### src/rtl/rr_arbiter8.sv
// Registered 8-way round-robin arbiter; the owner keeps the grant until it releases or withdraws.
// Optional hold-time limit with forced revoke: define ARB_TIMEOUT_EN.
module rr_arbiter8 (
  input  logic       iClk,
  input  logic       iRst_n,
  input  logic [7:0] iReq,
  input  logic       iRelease,
  output logic [7:0] oGrant,
  output logic [2:0] oGrantIdx,
  output logic       oValid,
  output logic       oTimeout
);

  localparam int N    = 8;
  localparam int IDXW = 3;

  typedef enum logic {IDLE, GRANT} arbStateT;

  arbStateT          stateReg, stateNext;
  logic [IDXW-1:0]   ptrReg, ptrNext;
  logic [IDXW-1:0]   idxReg, idxNext;
  logic [N-1:0]      grantReg, grantNext;
  logic              timeoutReg, timeoutNext;

  logic [N-1:0]      rotReq;
  logic              pickValid;
  logic [IDXW-1:0]   pickOff;
  logic [IDXW-1:0]   pickIdx;
  logic              ownerDone;
  logic              holdExpired;

  // rotReq[k] is the requester k positions after the pointer, so bit 0 has top priority.
  genvar gi;
  generate
    for (gi = 0; gi < N; gi++) begin : gRotate
      assign rotReq[gi] = iReq[ptrReg + IDXW'(gi)];
    end
  endgenerate

  always_comb begin
    pickValid = 1'b0;
    pickOff   = '0;
    for (int i = N - 1; i >= 0; i--) begin
      if (rotReq[i]) begin
        pickValid = 1'b1;
        pickOff   = IDXW'(i);
      end
    end
  end

  assign pickIdx   = ptrReg + pickOff;
  assign ownerDone = iRelease || !iReq[idxReg];

`ifdef ARB_TIMEOUT_EN
  localparam int MAX_HOLD = 16;
  localparam int HOLDW    = $clog2(MAX_HOLD);
  localparam logic [HOLDW-1:0] HOLD_LIMIT = HOLDW'(MAX_HOLD - 1);

  logic [HOLDW-1:0] holdReg, holdNext;

  assign holdExpired = (stateReg == GRANT) && (holdReg == HOLD_LIMIT);

  always_comb begin
    holdNext = '0;
    if (stateReg == GRANT && !ownerDone && !holdExpired) begin
      holdNext = holdReg + 1'b1;
    end
  end

  always_ff @(posedge iClk or negedge iRst_n) begin
    if (!iRst_n) begin
      holdReg <= '0;
    end else begin
      holdReg <= holdNext;
    end
  end
`else
  assign holdExpired = 1'b0;
`endif

  always_comb begin
    stateNext   = stateReg;
    ptrNext     = ptrReg;
    idxNext     = idxReg;
    grantNext   = grantReg;
    timeoutNext = 1'b0;
    unique case (stateReg)
      IDLE: begin
        if (pickValid) begin
          stateNext = GRANT;
          idxNext   = pickIdx;
          grantNext = N'(1) << pickIdx;
        end
      end
      GRANT: begin
        // A release in the same cycle as expiry counts as a normal exit.
        if (ownerDone || holdExpired) begin
          stateNext   = IDLE;
          grantNext   = '0;
          ptrNext     = idxReg + 1'b1;
          timeoutNext = holdExpired && !ownerDone;
        end
      end
      default: stateNext = IDLE;
    endcase
  end

  always_ff @(posedge iClk or negedge iRst_n) begin
    if (!iRst_n) begin
      stateReg   <= IDLE;
      ptrReg     <= '0;
      idxReg     <= '0;
      grantReg   <= '0;
      timeoutReg <= 1'b0;
    end else begin
      stateReg   <= stateNext;
      ptrReg     <= ptrNext;
      idxReg     <= idxNext;
      grantReg   <= grantNext;
      timeoutReg <= timeoutNext;
    end
  end

  assign oGrant    = grantReg;
  assign oGrantIdx = idxReg;
  assign oValid    = (stateReg == GRANT);
  assign oTimeout  = timeoutReg;

endmodule

### config.mk
export PLATFORM = sky130hd
export DESIGN_NAME = rr_arbiter8
export DESIGN_NICKNAME = d
export VERILOG_FILES = /design/src/rtl/rr_arbiter8.sv
export SDC_FILE = /design/constraint.sdc
export NUM_CORES = 1
export LEC_CHECK = 0
export ABC_AREA = 1
export CELL_PAD_IN_SITES_DETAIL_PLACEMENT = 0
export CELL_PAD_IN_SITES_GLOBAL_PLACEMENT = 1
export CORE_UTILIZATION = 30
export DETAILED_ROUTE_END_ITERATION = 16
export GPL_TIMING_DRIVEN = 0
export PLACE_DENSITY_LB_ADDON = 0.1
export SYNTH_ARGS = -nofsm -noshare
export SYNTH_HDL_FRONTEND = slang
export SYNTH_SLANG_ARGS = --single-unit
### constraint.sdc
create_clock -name iClk -period 8.9 [get_ports iClk]
set_input_delay 1.335 -clock iClk [delete_from_list [all_inputs] [get_ports iClk]]
set_output_delay 1.335 -clock iClk [all_outputs]
set_load 0.01 [all_outputs]
==> results of run 1 <==
[kinds of logic (layout without fill, tap and decap cells)]
group,after synthesis,count (layout),synth area share (%)
and+or+nand+nor,131,131,44.1
AOI/OAI and AO/OA,21,21,8.70
buffers and inverters,18,44,7.47
DFF,15,15,28.4
xor gates and xnor gates,7,7,5.77
adders and majority gates,5,5,5.29
other,1,1,0.283
[worst register-to-register path, delay by kind of cell, from the launching register on]
family	cells	cell delay (ns)
buffers and inverters	6	0.63
AOI/OAI and AO/OA	3	0.43
adders and majority gates	3	1.16
and+or+nand+nor	8	0.76
DFF	1	0.34
[metrics by stage]
| step | cell area, um^2 | utilization (%) |
|---|---|---|
| floorplan | 1320 | - |
| global placement | 1610 | 39.0 |
| detailed placement | 1610 | 39.0 |
| CTS | 1650 | 40.1 |
| global route | 1650 | 40.1 |
| finish | 1650 | 40.1 |
[metal layers]
metal,vias to the layer above,share of wire (%)
li1,700,-
met1,615,47
met2,33,48
met3,5,3.4
met4,0,1.1
met5,-,0
[cell type report]
class	count	area share, %
plain buffers	6	3.11
clock buffers	4	2.73
inverters	12	2.88
multi-input cells	165	51.4
flip-flops and latches	15	22.7
well taps	50	3.79
repair buffers	22	13.3
[synthesized netlist by cell type, types with 2 or more instances]
library cell and count:
xnor2_1 4, o21ai_1 5, buf_6 3, nand4_1 3
nand3_1 36, a21oi_1 2, dfrtp_1 15, buf_2 2
nand2_2 2, nor2_1 15, nand2_1 71, xor2_2 2
o21ai_0 10, inv_1 10, o211ai_1 2, ha_1 4
[flip-flops by register name (all words and copies together), names as in the netlist]
register   cells
oGrant         8
oGrantIdx      3
ptrReg         3
oValid         1
[worst min path at each step]
| stage | startpoint | end | slack, ns | cells after the start |
|---|---|---|---|---|
| after global routing | oGrant[0] | oGrant[0] | 0.53 | 2 |
| after detailed placement | oGrant[2] | oGrant[2] | 0.50 | 2 |
| final | oGrant[3] | oGrant[3] | 0.51 | 2 |
| after CTS | oGrant[0] | oGrant[0] | 0.52 | 2 |
| after floorplan | oGrant[0] | oGrant[0] | 0.54 | 2 |
| after global placement | oGrant[0] | oGrant[0] | 0.49 | 2 |
==> qor.txt, run 1 <==
Setup TNS: 0 ns
First DRT Iteration DRCs: 45
Multi-input gate area in the final layout: 850 um^2
Post-Route Skew: 0.000755 ns
Worst relative slew slack: 51.9%
Final Max Slew Viols: 0
CP most frequent cell: nand2_1
CP max FO: 5
Area grow syn2layout: 24.8%
Final setup vio count: 0
Leading cell type in the layout, fill and taps excluded: nand2_1
CTS tree: yes
Routed len/inst: 12.5 um
R2R cell count: 20
GR Util All Layers: 16.5%
CP Class: input port to flip-flop
Setup WS post-layout: 4.94 ns
Commonest cells after routing, fill and taps aside: 71 x nand2_1, 36 x nand3_1, 22 x clkdlybuf4s50_1
Crit path arrival time: 4.15 ns
Final Cycle Share: 44.5%
Worst Path Required: 9.09 ns
Crit-path cells: clkdlybuf4s50_1 > nand2_1 > nand3_1 > nand3_1 > nand2_1 > a21oi_1 > o21ai_0 > nand2_1 > a21boi_0 > ha_1 > inv_1 > fa_1 > inv_1 > nor2_1 > inv_1 > nor2_1 > nand3_1 > nand2_1
H-tree depth: 1
Worst path max stage delay: 0.60 ns
Num rows: 23
Antenna cells: 0
Status: completed
Levels on crit path: 18
Antenna-violating nets left: 0
Crit Reg-Reg Endpoint: oGrant[4]
Crit start category: input port
Root Buffer: clkbuf_8
Pre-CTS setup slack: 4.69 ns
Cell variety after synth: 28
# Post-CTS Setup Buffers: 0
Grt met1 use: 21.7%
TritonCTS buffer count: 3
RSZ-0062 raised after global routing: false
Minimum clock period: 3.96 ns
R2R Setup Slk: 5.51 ns
Synth area leader: dfrtp_1
Nets: 241
IO Pins: 24
Die Ht: 68.4 um
Max-cap violations: 0
Placed instance count: 270
Core footprint: 4120 um^2
Slowest cell on the critical path: fa_1
Detailed Route WL: 3.43 mm
Gpl congestion: 0.795
Synth top area share: 28.4%
CTS resizes: 0
Crit path capture type: flip-flop
Clock transition at the registers of the reported paths: 0.06 ns
DIE WIDTH: 68.4 um
Clk_lat worst skew: 0.25 ns
Buffers on Ports: 22
Met3 Resource Use GR: 2.17%
Post-synth ARST share: 100%
Slew @ Worst Pin: 0.719 ns
Hold crit path type: flip-flop to flip-flop
Met2 Usage GRT: 27.8%
Cell family with most CP delay: simple AND/OR/NAND/NOR gates
# DRC: 0
Die area: 4680 um^2
Hold-fix buffers, CTS: 0
TritonCTS Sinks: 15
RR Startpoint: ptrReg[1]
Register area share after synthesis: 28.4%
Hold Fails Final Rpt: 0
Ys Warns: 0
First-pass GRT wire length: 5.73 mm
#FFs+latches synth: 15
Syn nets: 214
Worst hold slack: 0.508 ns
Critical Path Source: iReq[3]
Largest net degree at the start of global routing: 16
Via density: 4.94
Worst Setup EP: oGrant[4]
Detailed-placement wirelength estimate: 2.83 mm
Initial antenna violation count: 0
Grt total ovfl: 0
Initial Util: 32.2%
Via count: 1353
Netlist Area Pre-Place: 1320 um^2
Clock Path Buffers: 2
Synth Flop Type: dfrtp_1
Area contributors post-synth: dfrtp_1 28%, nand2_1 20%, nand3_1 14%
Cell count after synthesis: 198
Sequential Area: 375 um^2
Mapped Avg Cell Area: 6.69 um^2
Number of synthesized flops with an enable pin: 0
Vias in the first global route: 1272
GRT busiest layer: met2
Non-filler cells, final: 274
Share of post-route cells with drive strength above 1: 8.04%
Critical path buffers and inverters: 4
DR pass1 iterations: 5
Fill count: 437
Max Clock Freq: 0.252 GHz
Power of run 1 is not shown: default switching activity piles up to over one toggle a cycle in this logic, so the estimate is an artifact.
==> run 2: changes to the inputs <==
- clock period: 8.9 -> 3.46 ns (I/O delays scaled with it)
==> qor.txt, run 2 (synthesized netlist as in run 1, its figures left out) <==
Status: completed
Gpl congestion: 0.795 (unchanged)
Final Cycle Share: 89.9%
Met3 Resource Use GR: 2.17% (unchanged)
Min-Delay Endpoint: oGrant[3]
Met2 Usage GRT: 27.8% (unchanged)
Commonest cells after routing, fill and taps aside: 71 x nand2_1, 36 x nand3_1, 22 x clkdlybuf4s50_1
RR Startpoint: ptrReg[1]
Clock Path Buffers: 2 (unchanged)
Nets: 241 (unchanged)
TritonCTS Sinks: 15 (unchanged)
Die area: 4680 um^2 (unchanged)
Final core utilization: 40.7% (+0.58 points)
Crit path arrival time: 3.30 ns (-0.85 ns)
Minimum clock period: 3.11 ns
Crit start category: flip-flop
Share of post-route cells with drive strength above 1: 9.82% (+1.8 points)
IO Pins: 24 (unchanged)
Clock transition at the registers of the reported paths: 0.06 ns (about the same)
Antenna cells: 0 (unchanged)
Worst hold slack: 0.508 ns (+0.0000150 ns)
Grt met1 use: 21.7% (unchanged)
Worst Path Required: 3.65 ns (-5.44 ns)
Hold crit path type: flip-flop to flip-flop
CTS resizes: 0 (unchanged)
First DRT Iteration DRCs: 51 (+13%)
Initial Util: 32.2% (unchanged)
Slew @ Worst Pin: 0.710 ns (-0.00868 ns)
Design Area, Final: 1680 um^2 (+1.4%)
Non-filler cells, final: 274 (unchanged)
Die Ht: 68.4 um (unchanged)
Antenna-violating nets left: 0 (unchanged)
R2R Setup Slk: 0.35 ns (-5.16 ns)
Post-DP Area: 1610 um^2 (unchanged)
Post-Route Skew: 0.000771 ns (+0.0000157 ns)
Detailed-placement wirelength estimate: 2.83 mm (unchanged)
Detailed Route WL: 3.46 mm (+0.99%)
Placed instance count: 270 (unchanged)
Max Clock Freq: 0.322 GHz
Root Buffer: clkbuf_8
Final setup vio count: 0 (unchanged)
TritonCTS buffer count: 3 (unchanged)
DIE WIDTH: 68.4 um (unchanged)
# DRC: 0 (unchanged)
Max reg flops: 8 (unchanged)
Crit path capture type: flip-flop
CP Class: flip-flop to flip-flop
GR Util All Layers: 16.5% (unchanged)
Buffers on Ports: 22 (unchanged)
GRT busiest layer: met2
R2R cell count: 20 (unchanged)
Routed len/inst: 12.6 um (+0.99%)
Via density: 4.98 (+0.81%)
Initial antenna violation count: 0 (unchanged)
Area grow syn2layout: 26.6%
Leading cell type in the layout, fill and taps excluded: nand2_1
CP max FO: 7 (+2)
Max-cap violations: 0 (unchanged)
Num rows: 23 (unchanged)
Final Max Slew Viols: 0 (unchanged)
Hold Path Origin: oGrant[3]
DR pass1 iterations: 4 (-1)
Vias in the first global route: 1272 (unchanged)
First-pass GRT wire length: 5.73 mm (unchanged)
Hold-fix buffers, CTS: 0 (unchanged)
Via count: 1364 (+0.81%)
Crit Reg-Reg Endpoint: oGrant[4]
Hold Crit Depth: 2 (unchanged)
Hold Fails Final Rpt: 0 (unchanged)
H-tree depth: 1 (unchanged)
CTS tree: yes
Clk_lat worst skew: 0.25 ns (about the same)
Worst relative slew slack: 52.5% (+0.58 points)
Core footprint: 4120 um^2 (unchanged)
Grt total ovfl: 0 (unchanged)
Largest net degree at the start of global routing: 16 (unchanged)
# Post-CTS Setup Buffers: 0 (unchanged)
run 2: metal layers:
metal  up-vias  routed length, um
met2        33               1670
met3         5                132
met4         0                 36
li1        698                  -
met1       628               1620
met5         -                  0
run 2: critical path: stages (launching register included):
cell      delay, ns
dfrtp_1        0.35
clkbuf_4       0.19
inv_2          0.11
ha_4           0.30
inv_1          0.08
nand3_1        0.12
nand3_1        0.08
nand2_1        0.11
a21oi_1        0.07
o21ai_0        0.14
nand2_1        0.09
a21boi_2       0.14
ha_1           0.15
inv_1          0.05
fa_2           0.59
inv_1          0.10
nor2_1         0.09
inv_1          0.05
nor2_2         0.12
nand3_1        0.07
nand2_1        0.05
run 2: worst max path at each step:
| stage | from | end | slack, ns | depth (start not counted) |
|---|---|---|---|---|
| after floorplan | ptrReg[1] | oGrant[4] | 0.58 | 20 |
| after global placement | iReq[6] | oGrant[4] | 0.03 | 18 |
| final | ptrReg[1] | oGrant[4] | 0.35 | 20 |
| after detailed placement | iReq[5] | oGrant[4] | 0.07 | 18 |
| after global routing | ptrReg[1] | oGrant[4] | -0.005 | 20 |
| after CTS | ptrReg[1] | oGrant[4] | 0.07 | 20 |
run 2: cell type report:
cell class | count | area, um^2
plain buffers | 6 | 53.8
clock buffers | 4 | 45.0
repair buffers | 22 | 220
inverters | 12 | 47.5
multi-input cells | 165 | 871
fillers | 438 | 2440
flip-flops and latches | 15 | 375
well taps | 50 | 62.6
run 2: through the flow:
step	setup TNS, ns	setup WS, ns
after floorplan	0	0.579
after global placement	0	0.0277
after detailed placement	0	0.0665
after CTS	0	0.0711
after global routing	-0.00548	-0.00548
final	0	0.351
Power of run 2 is left out for the same reason.
